$ cat config.mk
export PLATFORM = sky130hd
export DESIGN_NAME = summator_arbiter
export DESIGN_NICKNAME = d
export VERILOG_FILES = /design/src/rtl/summator_pkg.sv /design/src/rtl/summator.sv /design/src/rtl/summator_arbiter.sv
export SDC_FILE = /design/constraint.sdc
export NUM_CORES = 1
export LEC_CHECK = 0
export ABC_AREA = 1
export BUFFER_PORTS_ARGS = -buffer_cell sky130_fd_sc_hd__buf_4
export CAP_MARGIN = 25
export CELL_PAD_IN_SITES_DETAIL_PLACEMENT = 2
export CELL_PAD_IN_SITES_GLOBAL_PLACEMENT = 2
export CORE_MARGIN = 3
export CORE_UTILIZATION = 26
export CTS_BUF_LIST = sky130_fd_sc_hd__clkbuf_8
export CTS_CLUSTER_DIAMETER = 50
export CTS_CLUSTER_SIZE = 10
export DETAILED_ROUTE_END_ITERATION = 10
export GPL_TIMING_DRIVEN = 0
export PLACE_DENSITY = 0.95
export SLEW_MARGIN = 20
export SYNTH_ARGS = -nofsm -noshare
export SYNTH_HDL_FRONTEND = slang
export SYNTH_SLANG_ARGS = --single-unit
export TNS_END_PERCENT = 100
$ cat constraint.sdc
create_clock -name clk -period 4.9 [get_ports clk]
set_input_delay 0.98 -clock clk [delete_from_list [all_inputs] [get_ports clk]]
set_output_delay 0.98 -clock clk [all_outputs]
set_load 0.005 [all_outputs]
$ cat src/rtl/summator_pkg.sv
`default_nettype none
// ============================================================================
// Module   : summator_pkg
// Brief    : Shared sizing constants and result-slot state encoding for the
//            round-robin summator arbiter.
// Revision : 1.0  initial release
// ============================================================================
package summator_pkg;

  localparam int C_WIDTH = 17;
  localparam int C_NREQ  = 4;
  localparam int C_ID_W  = $clog2(C_NREQ);

  typedef enum logic [0:0] {
    ST_EMPTY = 1'b0,
    ST_FULL  = 1'b1
  } state_t;

endpackage : summator_pkg
`default_nettype wire

$ cat src/rtl/summator.sv
`default_nettype none
// ============================================================================
// Module   : summator
// Brief    : Combinational adder; operands are zero-extended so the result
//            carries the carry-out in its top bit.
// Revision : 1.0  initial release
// ============================================================================
module summator
  import summator_pkg::*;
#(
  parameter int WIDTH = C_WIDTH
) (
  input  logic [WIDTH-1:0] a,
  input  logic [WIDTH-1:0] b,
  output logic [WIDTH:0]   sum
);

  assign sum = {1'b0, a} + {1'b0, b};

endmodule : summator
`default_nettype wire

$ cat src/rtl/summator_arbiter.sv
`default_nettype none
// ============================================================================
// Module   : summator_arbiter
// Brief    : NREQ requesters share one adder through a round-robin arbiter;
//            a single registered result slot with valid/ready handshake.
// Revision : 1.0  initial release
// ============================================================================
module summator_arbiter
  import summator_pkg::*;
#(
  parameter  int NREQ  = C_NREQ,
  parameter  int WIDTH = C_WIDTH,
  localparam int ID_W  = (NREQ > 1) ? $clog2(NREQ) : 1
) (
  input  logic                  clk,
  input  logic                  rst_n,
  input  logic [NREQ-1:0]       req_valid,
  output logic [NREQ-1:0]       req_ready,
  input  logic [NREQ*WIDTH-1:0] req_a,
  input  logic [NREQ*WIDTH-1:0] req_b,
  output logic                  res_valid,
  input  logic                  res_ready,
  output logic [WIDTH-1:0]      res_data,
  output logic                  res_carry,
  output logic [ID_W-1:0]       res_id
);

  state_t          r_state;
  state_t          w_state_nxt;
  logic [ID_W-1:0] r_ptr;
  logic [ID_W-1:0] r_id;
  logic [WIDTH:0]  r_sum;
  logic [ID_W-1:0] w_win;
  logic            w_found;
  logic            w_slot_free;
  logic            w_xfer;
  logic [NREQ-1:0] w_grant;
  logic [WIDTH-1:0] w_a;
  logic [WIDTH-1:0] w_b;
  logic [WIDTH:0]  w_sum;

  assign res_valid   = (r_state == ST_FULL);
  assign w_slot_free = !res_valid || res_ready;

  // Search starts at r_ptr and wraps; first asserted request wins.
  always_comb begin : arb_search
    int              idx;
    logic [ID_W-1:0] w_idx;
    w_found = 1'b0;
    w_win   = '0;
    idx     = 0;
    w_idx   = '0;
    for (int k = 0; k < NREQ; k++) begin
      idx = int'(r_ptr) + k;
      if (idx >= NREQ) idx = idx - NREQ;
      w_idx = ID_W'(idx);
      if (!w_found && req_valid[w_idx]) begin
        w_found = 1'b1;
        w_win   = w_idx;
      end
    end
  end

  assign w_xfer = w_found && w_slot_free;

  always_comb begin : grant_decode
    w_grant = '0;
    if (w_xfer) w_grant[w_win] = 1'b1;
  end

  // Gated by rst_n so no grant escapes while reset is held.
  assign req_ready = rst_n ? w_grant : '0;

  assign w_a = req_a[int'(w_win)*WIDTH +: WIDTH];
  assign w_b = req_b[int'(w_win)*WIDTH +: WIDTH];

  summator #(
    .WIDTH (WIDTH)
  ) u_summator (
    .a   (w_a),
    .b   (w_b),
    .sum (w_sum)
  );

  always_comb begin : fsm_next
    w_state_nxt = r_state;
    case (r_state)
      ST_EMPTY: if (w_xfer) w_state_nxt = ST_FULL;
      ST_FULL:  if (res_ready && !w_xfer) w_state_nxt = ST_EMPTY;
      default:  w_state_nxt = ST_EMPTY;
    endcase
  end

  always_ff @(posedge clk or negedge rst_n) begin : fsm_reg
    if (!rst_n) r_state <= ST_EMPTY;
    else        r_state <= w_state_nxt;
  end

  always_ff @(posedge clk or negedge rst_n) begin : result_reg
    if (!rst_n) begin
      r_sum <= '0;
      r_id  <= '0;
      r_ptr <= '0;
    end else if (w_xfer) begin
      r_sum <= w_sum;
      r_id  <= w_win;
      r_ptr <= (w_win == ID_W'(NREQ-1)) ? '0 : w_win + 1'b1;
    end
  end

  assign res_data  = r_sum[WIDTH-1:0];
  assign res_carry = r_sum[WIDTH];
  assign res_id    = r_id;

endmodule : summator_arbiter
`default_nettype wire

==> metrics.cfg <==
[synthesis]
synth.yosys.seq_area_share_pct = 14.9
ys_warn_count = 0
synthCells = 671
ys_ff_latch = 23
synth.avg_cell_area_um2 = 5.77
ys_async_sr_fraction_pct = 100
synth_cell_types = 35
synthFlopType = dfrtp_1
synth_edf_count = 0
synth_nets = 836
syn_area_um2 = 3870

[cells_and_area]
final_common_cell = nand2_1
n_fill_cell = 1845
layout.nets = 1008
layout_common_cells = nand2_1 (209), buf_4 (169), inv_1 (128)
drive_gt1_share_pct = 28.3
antenna_cells = 0
finalCoreUtilization_pct = 38.0
area_growth_pct = 39.4

[floorplanning]
initial_utilization_pct = 27.3
io_pins = 168
rows = 43
core-area_um2 = 14200
die_w_um = 128
dieArea_um2 = 16400
die_height_um = 128

[cts]
root_buffer = clkbuf_8
cts_htree_levels = 1
cts_tree = yes
insertion_delay_ns = 0.26
cts.reportedPaths.clkPinSlew_ns = 0.08
ctsResizeCount = 0
cts_buffers = 3
cts.sinks = 23
clk_path_buf_depth = 2
hold_buffers = 0
postCtsSetupBuffers = 0

[global_route]
antenna_found_initial = 0
grt_pass1_vias = 5511
grt_usage_pct = 20.8
grt_max_degree = 25
grt_pass1_wl_mm = 28.0
grt.overflow.total = 0

[sta]
finClkSkew_ns = 0.00576
timing_max_transition_violations_final = 0
finalCriticalPeriod_ns = 3.81
fmax_mhz = 262
hold_viol = 0
setup_viol = 0
worst_slew_pin_slew_ns = 0.516
fin_setup_tns_ns = 0
period_share_pct = 77.8
slew_headroom_pct = 65.6
rsz0062_at_grt = no

[drt]
ant_nets = 0
drc = 0
dr.pass1.iters = 4
avgViaCountPerCell = 4.83
routed_wl_mm = 17.4
drtIter0Drc = 125
drt-wirelength-per-cell_um = 17.0
via_count = 4932

[critical_path]
reg2regPathDepth = 22
slowest_stage = buf_2
arrival_ns = 2.83
cp-end-kind = output port
crit_buf_inv = 5
crit_family = simple AND/OR/NAND/NOR gates
required_ns = 3.92
path_cells = buf_4 > inv_1 > nand2_2 > nand3_2 > nand2_2 > nor2_4 > nand4_1 > nand2_4 > buf_2 > ha_1 > inv_1 > nor2_1 > buf_4
max_stage_delay_ns = 0.33
cp_max_fo = 11
crit_type = in2out
cp.depth = 13
critPathLaunchType = input pin

[placed_design]
dp_hpwl_mm = 15.1
place_congestion = 0.835
io_buffers = 167

[worst_hold_path]
holdPathStages = 2
hold_class = reg2reg

[run_status]
run_status = complete, no violations

[run]
max_cap_violations = 0

flip-flops by register name (all words and copies together), names as in the netlist:
| name | cells |
|---|---|
| r_sum | 18 |
| r_ptr | 2 |
| res_id | 2 |
| res_valid | 1 |
cell type report:
class / count / area, um2 / area share [%]
Multi-Input combinational cell: 483 / 2570 / 47.7
Timing Repair Buffer: 167 / 1250 / 23.2
Sequential cell: 23 / 576 / 10.7
Inverter: 133 / 502 / 9.29
Tap cell: 180 / 225 / 4.17
Buffer: 32 / 223 / 4.13
Clock buffer: 3 / 41.3 / 0.765
Clock inverter: 1 / 5.00 / 0.0927
worst reg2reg max path: stages (launching register included):
cell and delay (ns):
dfrtp_1 0.48, inv_2 0.11, nand2_1 0.09, nand2_2 0.10
nand2_1 0.09, nand2_1 0.06, a21oi_1 0.15, nand2_2 0.14
nand2_2 0.17, buf_2 0.25, nand2_1 0.10, nand3_1 0.08
nand2_1 0.08, ha_1 0.25, fa_1 0.43, nand3_1 0.10
nand2_1 0.10, nand2_1 0.08, nand3_1 0.14, nand2_1 0.15
nand3_1 0.09, nand3_1 0.13, nand2_1 0.06
cell families after synthesis:
kind of cell	Yosys count	share of synthesized area, %
and+or+nand+nor	412	51.6
buffers and inverters	165	18.7
AOI/OAI and AO/OA	41	5.68
DFF	23	14.9
adders and majority gates	22	7.30
xor gates and xnor gates	8	1.81
final timing paths:
kind,start,to,slack [ns]
worst max-delay path,req_valid[1],req_ready[1],1.09
worst min-delay path,r_sum[0],r_sum[0],0.49
worst max register to register,r_ptr[1],r_sum[14],1.37
worst min register to register,r_sum[0],r_sum[0],0.49
max in group asynchronous,rst_n,r_sum[12],4.05
min in group asynchronous,rst_n,res_valid,0.60
Yosys cell counts, types with 3 or more instances:
cell	count	area share, %
o21ai_0	15	1.9
nand3_2	20	5.2
ha_1	21	6.8
buf_6	4	1.2
inv_2	4	0.39
nand3b_1	37	7.2
a21oi_1	16	2.1
inv_1	128	12
buf_2	21	2.7
nand3_1	109	14
o21ai_1	3	0.39
nand2_2	7	1.1
dfrtp_1	23	15
nand2_1	209	20
xnor2_1	8	1.8
nor2_1	21	2.0
metal layers:
metal | track usage [%] | part of all wire, %
met5 | 0 | 0
met3 | 2.46 | 4.5
met2 | 38.2 | 50
met1 | 26.9 | 44
met4 | 2.43 | 1.0
stage by stage:
stage | area (um2) | hold slack [ns] | cells | setup slack (ns)
2_1_floorplan | 3870 | 0.472 | 671 | 1.52
3_3_place_gp | 5350 | 0.468 | 1018 | 0.883
3_5_place_dp | 5350 | 0.476 | 1018 | 0.795
4_1_cts | 5400 | 0.497 | 1022 | 1.03
5_1_grt | 5400 | 0.525 | 1022 | 0.730
6_report | 5400 | 0.493 | 1022 | 1.09
Power is left out: the tool's default activity adds up to more than one toggle a clock period on the data nets, which glitch-free logic cannot reach.
